==> src/rtl/mips_test_pkg.sv <==
// Shared state encodings for the MIPS run sequencer and its per-channel checkers.
package mips_test_pkg;

  typedef enum logic [1:0] {IDLE, HOLD, RUN, DONE} run_state_t;
  typedef enum logic [1:0] {WAIT, ACTIVE, FIN} ch_state_t;

endpackage

==> src/rtl/mips_run_channel.sv <==
// One CPU channel: start-window watch, active-cycle count, timeout and v0 check.
module mips_run_channel
  import mips_test_pkg::*;
#(
  parameter int DATA_W         = 32,
  parameter int CNT_W          = 32,
  parameter int START_WINDOW   = 4,
  parameter int TIMEOUT_CYCLES = 10000
) (
  input  logic              clk,
  input  logic              reset,
  input  logic              clear,
  input  logic              launch,
  input  logic              active,
  input  logic [DATA_W-1:0] register_v0,
  input  logic [DATA_W-1:0] expected,
  output logic              fin,
  output logic              pass,
  output logic              timeout,
  output logic              no_start,
  output logic [CNT_W-1:0]  cycles
);

  localparam int WIN_W = (START_WINDOW > 1) ? $clog2(START_WINDOW) : 1;
  localparam logic [WIN_W-1:0] WIN_LAST = WIN_W'(START_WINDOW - 1);
  localparam logic [CNT_W-1:0] TMO      = CNT_W'(TIMEOUT_CYCLES);

  ch_state_t        state, state_n;
  logic [WIN_W-1:0] wcnt, wcnt_n;
  logic [CNT_W-1:0] cycles_n;
  logic             pass_n, timeout_n, no_start_n;

  always_ff @(posedge clk) begin
    if (!reset) begin
      state    <= FIN;
      wcnt     <= '0;
      cycles   <= '0;
      pass     <= 1'b0;
      timeout  <= 1'b0;
      no_start <= 1'b0;
    end else begin
      state    <= state_n;
      wcnt     <= wcnt_n;
      cycles   <= cycles_n;
      pass     <= pass_n;
      timeout  <= timeout_n;
      no_start <= no_start_n;
    end
  end

  // Completion is tested before the timeout limit so a falling active wins a tie.
  always_comb begin
    state_n    = state;
    wcnt_n     = wcnt;
    cycles_n   = cycles;
    pass_n     = pass;
    timeout_n  = timeout;
    no_start_n = no_start;
    if (clear) begin
      state_n    = FIN;
      wcnt_n     = '0;
      cycles_n   = '0;
      pass_n     = 1'b0;
      timeout_n  = 1'b0;
      no_start_n = 1'b0;
    end else if (launch) begin
      state_n = WAIT;
      wcnt_n  = '0;
    end else begin
      case (state)
        WAIT: begin
          if (active) begin
            state_n  = ACTIVE;
            cycles_n = CNT_W'(1);
          end else if (wcnt == WIN_LAST) begin
            state_n    = FIN;
            no_start_n = 1'b1;
          end else begin
            wcnt_n = wcnt + 1'b1;
          end
        end
        ACTIVE: begin
          if (!active) begin
            state_n = FIN;
            pass_n  = (register_v0 == expected);
          end else if (cycles == TMO) begin
            state_n   = FIN;
            timeout_n = 1'b1;
            pass_n    = 1'b0;
          end else begin
            cycles_n = cycles + 1'b1;
          end
        end
        default: ;
      endcase
    end
  end

  assign fin = (state == FIN);

endmodule

==> src/rtl/mips_run_monitor.sv <==
// Run sequencer: resets and enables the CPUs, then collects per-channel results.
module mips_run_monitor
  import mips_test_pkg::*;
#(
  parameter int N_CH           = 1,
  parameter int DATA_W         = 32,
  parameter int CNT_W          = 32,
  parameter int RESET_CYCLES   = 2,
  parameter int START_WINDOW   = 4,
  parameter int TIMEOUT_CYCLES = 10000
) (
  input  logic                   clk,
  input  logic                   reset,
  input  logic                   start,
  input  logic [N_CH-1:0]        cpu_active,
  input  logic [N_CH*DATA_W-1:0] register_v0,
  input  logic [N_CH*DATA_W-1:0] expected,
  output logic                   cpu_reset,
  output logic                   cpu_clk_enable,
  output logic                   done,
  output logic [N_CH-1:0]        pass,
  output logic [N_CH-1:0]        timeout,
  output logic [N_CH-1:0]        no_start,
  output logic [N_CH*CNT_W-1:0]  cycles,
  output logic                   all_pass
);

  localparam int HOLD_W = (RESET_CYCLES > 1) ? $clog2(RESET_CYCLES) : 1;
  localparam logic [HOLD_W-1:0] HOLD_LAST = HOLD_W'(RESET_CYCLES - 1);

  run_state_t        state, state_n;
  logic [HOLD_W-1:0] hold_cnt, hold_cnt_n;
  logic [N_CH-1:0]   fin;
  logic              clear, launch;

  always_ff @(posedge clk) begin
    if (!reset) begin
      state    <= IDLE;
      hold_cnt <= '0;
    end else begin
      state    <= state_n;
      hold_cnt <= hold_cnt_n;
    end
  end

  always_comb begin
    state_n    = state;
    hold_cnt_n = hold_cnt;
    case (state)
      IDLE, DONE: begin
        if (start) begin
          state_n    = HOLD;
          hold_cnt_n = '0;
        end
      end
      HOLD: begin
        if (hold_cnt == HOLD_LAST) state_n = RUN;
        else                       hold_cnt_n = hold_cnt + 1'b1;
      end
      RUN: begin
        if (&fin) state_n = DONE;
      end
      default: state_n = IDLE;
    endcase
  end

  assign clear          = start && ((state == IDLE) || (state == DONE));
  assign launch         = (state == HOLD) && (hold_cnt == HOLD_LAST);
  assign cpu_reset      = (state == IDLE) || (state == HOLD);
  assign cpu_clk_enable = (state != IDLE);
  assign done           = (state == DONE);
  assign all_pass       = done & (&pass);

  for (genvar i = 0; i < N_CH; i++) begin : g_ch
    mips_run_channel #(
      .DATA_W        (DATA_W),
      .CNT_W         (CNT_W),
      .START_WINDOW  (START_WINDOW),
      .TIMEOUT_CYCLES(TIMEOUT_CYCLES)
    ) u_ch (
      .clk        (clk),
      .reset      (reset),
      .clear      (clear),
      .launch     (launch),
      .active     (cpu_active[i]),
      .register_v0(register_v0[i*DATA_W +: DATA_W]),
      .expected   (expected[i*DATA_W +: DATA_W]),
      .fin        (fin[i]),
      .pass       (pass[i]),
      .timeout    (timeout[i]),
      .no_start   (no_start[i]),
      .cycles     (cycles[i*CNT_W +: CNT_W])
    );
  end

endmodule

==> config.mk <==
export PLATFORM = sky130hd
export DESIGN_NAME = mips_run_monitor
export DESIGN_NICKNAME = d
export VERILOG_FILES = /design/src/rtl/mips_test_pkg.sv /design/src/rtl/mips_run_channel.sv /design/src/rtl/mips_run_monitor.sv
export SDC_FILE = /design/constraint.sdc
export NUM_CORES = 1
export LEC_CHECK = 0
export ABC_AREA = 1
export ABC_CLOCK_PERIOD_IN_PS = 4200
export CAP_MARGIN = 20
export CORE_ASPECT_RATIO = 1.1
export CORE_MARGIN = 1
export CORE_UTILIZATION = 50
export DETAILED_ROUTE_END_ITERATION = 10
export HOLD_SLACK_MARGIN = 0.06
export PLACE_DENSITY = 0.95
export SYNTH_ARGS = -nofsm -noshare
export SYNTH_HDL_FRONTEND = slang
export SYNTH_HIERARCHICAL = 1
export SYNTH_SLANG_ARGS = --single-unit
export TNS_END_PERCENT = 20
==> constraint.sdc <==
create_clock -name clk -period 4.2 [get_ports clk]
set_clock_uncertainty 0.1 [all_clocks]
set_input_delay 0.84 -clock clk [delete_from_list [all_inputs] [get_ports clk]]
set_output_delay 0.84 -clock clk [all_outputs]
set_load 0.02 [all_outputs]
# Word-level counts from Yosys, hierarchy flattened
# Cells that the tools add are included.
# W data, S select, Z words.
[totals] reg_bits=42 in_bits=68 output_inout_bits=39
[op_classes] addsub=3 eq_ne=19 muxes=19 bitwise_logic=5 reduce_logical=22
[op_table] operator="$mux W32" n=3
[op_table] operator="$pmux W32 S2" n=1
[op_table] operator="$add A32 B1 Y32 const B" n=1
[op_table] operator="$eq A32 B14 Y1 const B" n=1
[op_table] operator="$eq A32 B32 Y1" n=1
[op_table] operator="$mux W2" n=8
[op_table] operator="$reduce_and A3 Y1" n=5
[op_table] operator="$ne A2 B2 Y1 const B" n=6
[op_table] operator="$eq A2 B2 Y1 const B" n=4
[op_table] operator="$ne A4 B2 Y1 const B" n=2
[op_table] operator="$reduce_and A4 Y1" n=2
[op_table] operator="$ne A3 B2 Y1 const B" n=2
[op_table] operator="$pmux W2 S3" n=1
[op_table] operator="$reduce_bool A2 Y1" n=3
[op_table] operator="$reduce_and A5 Y1" n=1
[op_table] operator="$eq A2 B1 Y1 const B" n=2
[op_table] operator="$logic_not A2 Y1" n=2
[op_table] operator="$mux W1" n=4
[op_table] operator="$not A1 Y1" n=4
[op_table] operator="$pmux W2 S2" n=1
[op_table] operator="$reduce_or A2 Y1" n=2
[op_table] operator="$reduce_bool A3 Y1" n=1
[op_table] operator="$reduce_or A3 Y1" n=1
[op_table] operator="$add A2 B1 Y2 const B" n=1
[op_table] operator="7 further kinds" n=9

# Logic depth before layout (Yosys ltp)
# Gate-level depths: netlist (run 1).
[logic_depth] depth_word=5 ltp_mapped=12 mapped_depth_nobuf=12

# Hierarchy
# The synthesis (run 1) kept the hierarchy.
[by_module_without_submodules] module="mips_run_channel" n_inst=1 cells_per_inst=590 area_per_inst_um2=3215.6
[by_module_without_submodules] module="mips_run_monitor" n_inst=1 cells_per_inst=37 area_per_inst_um2=267.8

# Worst setup path after synthesis (run 1)
# Ideal clock, no wire load.
[synth_timing] path_kind="input port to flip-flop" from="input start" to="register g_ch[0].u_ch.cycles[26]" setup_time_ps=64 arrival_ps=1816 required_ps=4036 slack_ps=2220 cell_stages=8 n_path_buf=1 path_cell_list="inv_4 -> nor2_1 -> nor2_1 -> o21ai_0 -> inv_1 -> buf_2 -> nand2_1 -> nor2_1"
[synth_between] elab_chain_len=2
[synth_rtl] item="from (decl)" line="mips_run_monitor.sv:14" text="input logic start,"
[synth_rtl] item="$logic_and A1 B1 Y1" line="mips_run_monitor.sv:67" text="assign clear = start && ((state == IDLE) || (state == DONE));"
[synth_rtl] item="named net clear" line="mips_run_monitor.sv:34" text="logic clear, launch;"
[synth_rtl] item="$reduce_or A2 Y1 (no line)"
[synth_rtl] item="to (signal assigned)" line="mips_run_channel.sv:44" text="cycles <= cycles_n;"
[synth_rtl] item="to (decl)" line="mips_run_channel.sv:21" text="output logic [CNT_W-1:0] cycles"
# The timed path passes the listed nets, and every way through them passes these cells.
# A chain may end at the register's enable or synchronous reset.

==> results of run 1 <==
## cell type report
type,count,area [sq um]
Multi-Input combinational cell,477,2210
Fill cell,542,1940
Timing Repair Buffer,108,1080
Sequential cell,42,841
Inverter,96,363
Tap cell,82,103
Clock buffer,5,68.8
Clock inverter,3,68.8
## flip-flops by register name, indices dropped and copies added (netlist names)
signal              count
g_ch.u_ch/cycles       32
g_ch.u_ch/no_start      1
g_ch.u_ch/pass          1
g_ch.u_ch/state         2
g_ch.u_ch/timeout       1
g_ch.u_ch/wcnt          2
hold_cnt                1
state                   2
## metrics by stage
step | worst slack, ns | utilization (%) | instances
after floorplan | 2.22 | - | 627
after global placement | 1.30 | 68.8 | 805
after detailed placement | 1.24 | 68.8 | 805
after CTS | 1.37 | 70.9 | 813
after global routing | 1.31 | 70.9 | 813
final | 1.37 | 70.9 | 813
## power breakdown
group	total (mW)	switching (mW)	internal (mW)
clock	0.392	0.154	0.238
sequential	0.428	0.0156	0.413
combinational	0.359	0.199	0.160
## logic make-up (layout without fill, tap and decap cells)
group | count (synthesis) | in the layout | share of synthesized area [%]
simple gates | 418 | 418 | 51.0
buf+inv | 108 | 212 | 12.4
flops | 42 | 42 | 24.1
compound gates | 35 | 35 | 5.53
xor+xnor | 16 | 16 | 4.02
fa+ha+maj | 8 | 8 | 2.87
## worst max-delay path, stage by stage, from the launching register on
cell and delay [ns]:
dfxtp_1 0.38, inv_1 0.10, ha_1 0.25, or2_2 0.31, clkdlybuf4s50_1 0.54
## cell usage after synthesis
| cell | number |
|---|---|
| o21bai_1 | 5 |
| nor4_1 | 1 |
| clkbuf_1 | 4 |
| a21oi_1 | 18 |
| ha_1 | 8 |
| o21a_1 | 1 |
| inv_4 | 1 |
| buf_6 | 2 |
| xnor2_1 | 3 |
| nor2_2 | 11 |
| inv_1 | 92 |
| nor2_4 | 1 |
| nand2_2 | 7 |
| clkinv_1 | 1 |
| nand2_4 | 1 |
| nor3_1 | 8 |
| buf_2 | 4 |
| buf_4 | 1 |
| inv_2 | 2 |
| buf_1 | 1 |
| nand2_1 | 180 |
| nand3_1 | 37 |
| xor2_1 | 13 |
| nor2_1 | 142 |
| a21boi_1 | 1 |
| nand3_2 | 1 |
| o21ai_0 | 10 |
| or2_2 | 5 |
| nand3_4 | 1 |
| nand4_1 | 23 |
| dfxtp_1 | 42 |
## layer usage
| layer | share of wire [%] | GRT usage, % | vias up |
|---|---|---|---|
| met5 | 0 | 0 | - |
| met4 | 3.3 | 13.7 | 0 |
| met3 | 7.0 | 5.82 | 35 |
| met2 | 52 | 52.9 | 181 |
| met1 | 38 | 29.0 | 1883 |
| li1 | - | - | 2124 |
## worst paths after layout
| kind | start | to |
|---|---|---|
| worst max register to register | g_ch[0].u_ch/cycles[0]$_SDFFE_PP0P_ | g_ch[0].u_ch/cycles[1]$_SDFFE_PP0P_ |
| worst max-delay path | state[1]$_SDFFE_PN0P_ | cpu_reset |
| worst min-delay path | g_ch[0].u_ch/no_start$_SDFFE_PP0P_ | g_ch[0].u_ch/no_start$_SDFFE_PP0P_ |
| worst min register to register | g_ch[0].u_ch/no_start$_SDFFE_PP0P_ | g_ch[0].u_ch/no_start$_SDFFE_PP0P_ |
==> impl_metrics.tcl, run 1 <==
set metrics [dict create \
    hpwl_mm 7.78 \
    die-area_sq_um 7300 \
    yosysWarnings 6 \
    period_needed_ns 2.83 \
    yosysSeqAreaShare_pct 24.1 \
    worstHoldPathCells 2 \
    overflow 0 \
    p_per_area_nw_per_um2 249 \
    firstDrtPassIters 6 \
    ff2ff_path_depth 12 \
    setup_tns_ns 0 \
    hold_violations 0 \
    grt_pass1_wl_mm 16.1 \
    cts_tree "built" \
    synthToLayoutAreaGrowth_pct 35.8 \
    postRouteAntennaNets 0 \
    diodes 0 \
    fp.dieW_microns 81.6 \
    placed_area_sq_um 4590 \
    cts_buffers 5 \
    drt_iter0_markers 297 \
    vias 4223 \
    start_util_pct 52.2 \
    clock_latency_ns 0.31 \
    p_leak_nw 2.04 \
    routed_via_density 5.19 \
    layout_common_cells "180 x nand2_1, 142 x nor2_1, 106 x clkdlybuf4s50_1, 92 x inv_1, 42 x dfxtp_1" \
    final_common_cell "nand2_1" \
    max_slew_margin_pct 61.8 \
    final_layout_size_suffix_gt1_share_pct 5.47 \
    cp_data_required_time_ns 3.26 \
    ys_ff_latch 42 \
    critical_path_arrival_ns 1.89 \
    htree_levels 2 \
    grt_max_degree 23 \
    wl_per_cell_microns 12.1 \
    core_region_area_sq_um 6670 \
    syn-instance-count 627 \
    yosys.area.top_type "dfxtp_1" \
    finalNetCount 806 \
    placementRows 31 \
    clk_pin_slew_ns 0.09 \
    antenna_found_initial 0 \
    mappedNetlistArea_sq_um 3480 \
    grt_pass1_vias 3889 \
    reg2reg_setup_slack_ns 1.78 \
    worst-path-max-fanout 4 \
    postCtsHoldBufs 0 \
    end_kind "output port" \
    grt.total_usage_pct 28.0 \
    synth_fp_nets 703 \
    synth_top_area_share_pct 24.1 \
    syn_area_per_cell_sq_um 5.56 \
    tightestPinTransition_ns 0.571 \
    pin_count 107 \
    status "finished clean" \
    power_mw 1.18 \
    ys_top_cells_by_area "dfxtp_1 24%, nand2_1 19%, nor2_1 15%, inv_1 9.9%, nand3_1 5.3%" \
    peakVddDrop_mv 0.267 \
    ys_types 31 \
    fin_crit_sh_pct 67.4 \
    place.gp.congestion 0.914 \
    min_path_type "flip-flop to flip-flop" \
    rsz0062_at_grt "no" \
    io_buffers 106 \
    cts_root_buf "clkbuf_8" \
    clk_path_buf_depth 2 \
    cts.repair_timing.setup_buffer_count 0 \
    drc_errors 0 \
    clock-sinks 42 \
    cts_resized 0 \
    maxCapViolations 0 \
    max_freq_ghz 0.353 \
    finalSetupViolCount 0 \
    drv_slew 0 \
    die_height_microns 89.5 \
    hold-worst-slack_ns 0.379 \
    drt-total-wl_mm 9.87 \
    fin_area_sq_um 4730 \
    setup.worst_path.class "flip-flop to output port" \
    startpoint_type "flip-flop" \
]
Power figures use the tool's default switching activity.
==> run 2, diff against run 1 <==
- ABC_CLOCK_PERIOD_IN_PS: 4200 -> 3000
- CORE_UTILIZATION: 50 -> 48
- PLACE_DENSITY: 0.95 -> 0.92
- clock period: 4.2 -> 3 ns (I/O delays scaled with it)
==> run 2 against run 1 <==
Net effect: sequential power grew 40%; flip-flop and latch count is the same; clock power up 14%; utilization shrank 3.7 points; clock-buffer cell count up 2; critical endpoint unchanged; largest power group unchanged.
==> impl_metrics.tcl, run 2 (synthesis gave the netlist of run 1 again) <==
set metrics [dict create \
    status "finished clean" \
    final_cell_count_no_fill 817 \
    period_needed_ns 2.55 \
    tightestPinTransition_ns 0.507 \
    cp_data_required_time_ns 2.30 \
    max_slew_margin_pct 66.1 \
    worst-path-max-fanout 4 \
    fin_area_sq_um 4710 \
    cts_buffers 5 \
    layout_common_cells "180 x nand2_1, 142 x nor2_1, 106 x clkdlybuf4s50_1, 92 x inv_1, 42 x dfxtp_1" \
    htree_levels 2 \
    hold_violations 0 \
    grt_pass1_vias 4073 \
    intPower_mw 1.05 \
    drt_iter0_markers 276 \
    routed_via_density 5.21 \
    p_sw_uw 493 \
    placementRows 32 \
    reg2reg_to "g_ch[0].u_ch/cycles[24]$_SDFFE_PP0P_" \
    placed_area_sq_um 4600 \
    crit_path_end "cpu_reset" \
    diodes 0 \
    top_register "g_ch.u_ch/cycles" \
    start_util_pct 49.7 \
    p_sw_share_pct 31.9 \
    postRouteAntennaNets 0 \
    reg2reg_setup_slack_ns 0.66 \
    r2r-start "g_ch[0].u_ch/cycles[0]$_SDFFE_PP0P_" \
    maxCapViolations 0 \
    clock_latency_ns 0.30 \
    clk_pin_slew_ns 0.08 \
    hpwl_mm 7.87 \
    final_common_cell "nand2_1" \
    antenna_found_initial 0 \
    fp.dieW_microns 83.2 \
    pwr-share-seq_pct 38.7 \
    dp_cells 809 \
    clock-sinks 42 \
    clkPwrFrac_pct 28.8 \
    cts_root_buf "clkbuf_8" \
    p_leak_nw 2.03 \
    setup_tns_ns 0 \
    drv_slew 0 \
    cts.repair_timing.setup_buffer_count 0 \
    die-area_sq_um 7600 \
    crit_start "state[1]$_SDFFE_PN0P_" \
    grt.total_usage_pct 26.2 \
    drc_errors 0 \
    rsz0062_at_grt "no" \
    vias 4253 \
    overflow 0 \
    grt_pass1_wl_mm 16.4 \
    cts_tree "built" \
    io_buffers 106 \
    fin_crit_sh_pct 85.1 \
    p_comb_share_pct 32.5 \
    power_mw 1.55 \
    pin_count 107 \
    ff2ff_path_depth 11 \
    critical_path_arrival_ns 1.85 \
    setup.worst_path.class "flip-flop to output port" \
    place.gp.congestion 0.961 \
    postCtsHoldBufs 0 \
    clk_path_buf_depth 2 \
    firstDrtPassIters 7 \
    startpoint_type "flip-flop" \
    finalSetupViolCount 0 \
    p_per_area_nw_per_um2 328 \
    largest_reg_flops 32 \
    final_layout_size_suffix_gt1_share_pct 5.33 \
    max_freq_ghz 0.392 \
    synthToLayoutAreaGrowth_pct 35.2 \
    finalNetCount 807 \
    min_path_type "flip-flop to flip-flop" \
    cts_resized 0 \
    grt_max_degree 23 \
    core_region_area_sq_um 7010 \
    peakVddDrop_mv 0.258 \
    die_height_microns 91.3 \
    wl_per_cell_microns 12.1 \
    end_kind "output port" \
    drt-total-wl_mm 9.87 \
]
==> run 2: metal layers <==
metal  wire length, microns  part of all wire, %  global-route usage (%)
met1                   3720                   38                    25.8
met2                   4870                   49                    48.4
met3                    830                  8.4                    7.00
met4                    454                  4.6                    16.1
met5                      0                    0                       0
==> run 2: worst min-delay path by stage <==
| stage | from | end | slack (ns) | cells past startpoint |
|---|---|---|---|---|
| floorplan | g_ch[0].u_ch/wcnt[1]$_SDFFE_PP0P_ | g_ch[0].u_ch/wcnt[1]$_SDFFE_PP0P_ | 0.34 | 2 |
| global placement | g_ch[0].u_ch/wcnt[1]$_SDFFE_PP0P_ | g_ch[0].u_ch/wcnt[1]$_SDFFE_PP0P_ | 0.35 | 2 |
| detailed placement | g_ch[0].u_ch/no_start$_SDFFE_PP0P_ | g_ch[0].u_ch/no_start$_SDFFE_PP0P_ | 0.36 | 2 |
| CTS | g_ch[0].u_ch/no_start$_SDFFE_PP0P_ | g_ch[0].u_ch/no_start$_SDFFE_PP0P_ | 0.38 | 2 |
| global route | g_ch[0].u_ch/wcnt[1]$_SDFFE_PP0P_ | g_ch[0].u_ch/wcnt[1]$_SDFFE_PP0P_ | 0.41 | 2 |
| finish | g_ch[0].u_ch/wcnt[1]$_SDFFE_PP0P_ | g_ch[0].u_ch/wcnt[1]$_SDFFE_PP0P_ | 0.38 | 2 |
==> run 2: critical path: stages, from the launching register on <==
cell and delay (ns):
dfxtp_1 0.37, inv_1 0.11, ha_1 0.24, or2_2 0.31, clkdlybuf4s50_1 0.53
==> run 2: through the flow <==
step	hold slack (ns)	setup WS (ns)	utilization, %
2_1_floorplan	0.343	1.13	-
3_3_place_gp	0.352	0.502	65.7
3_5_place_dp	0.356	0.456	65.7
4_1_cts	0.380	0.456	67.2
5_1_grt	0.408	0.374	67.2
6_report	0.381	0.447	67.2
==> run 2: power by group through the flow <==
stage	Sequential (mW)	Combinational, mW	Clock [mW]
floorplan	0.607	0.304	0
global placement	0.609	0.483	0
detailed placement	0.612	0.504	0
CTS	0.599	0.506	0.448
global route	0.602	0.567	0.466
finish	0.599	0.503	0.445
==> run 2: cell type report <==
class / count / area [sq um]
Clock buffer: 7 / 76.3
Fill cell: 614 / 2300
Timing Repair Buffer: 109 / 1080
Multi-Input combinational cell: 477 / 2210
Inverter: 96 / 363
Sequential cell: 42 / 841
Clock inverter: 1 / 30.0
Tap cell: 85 / 106
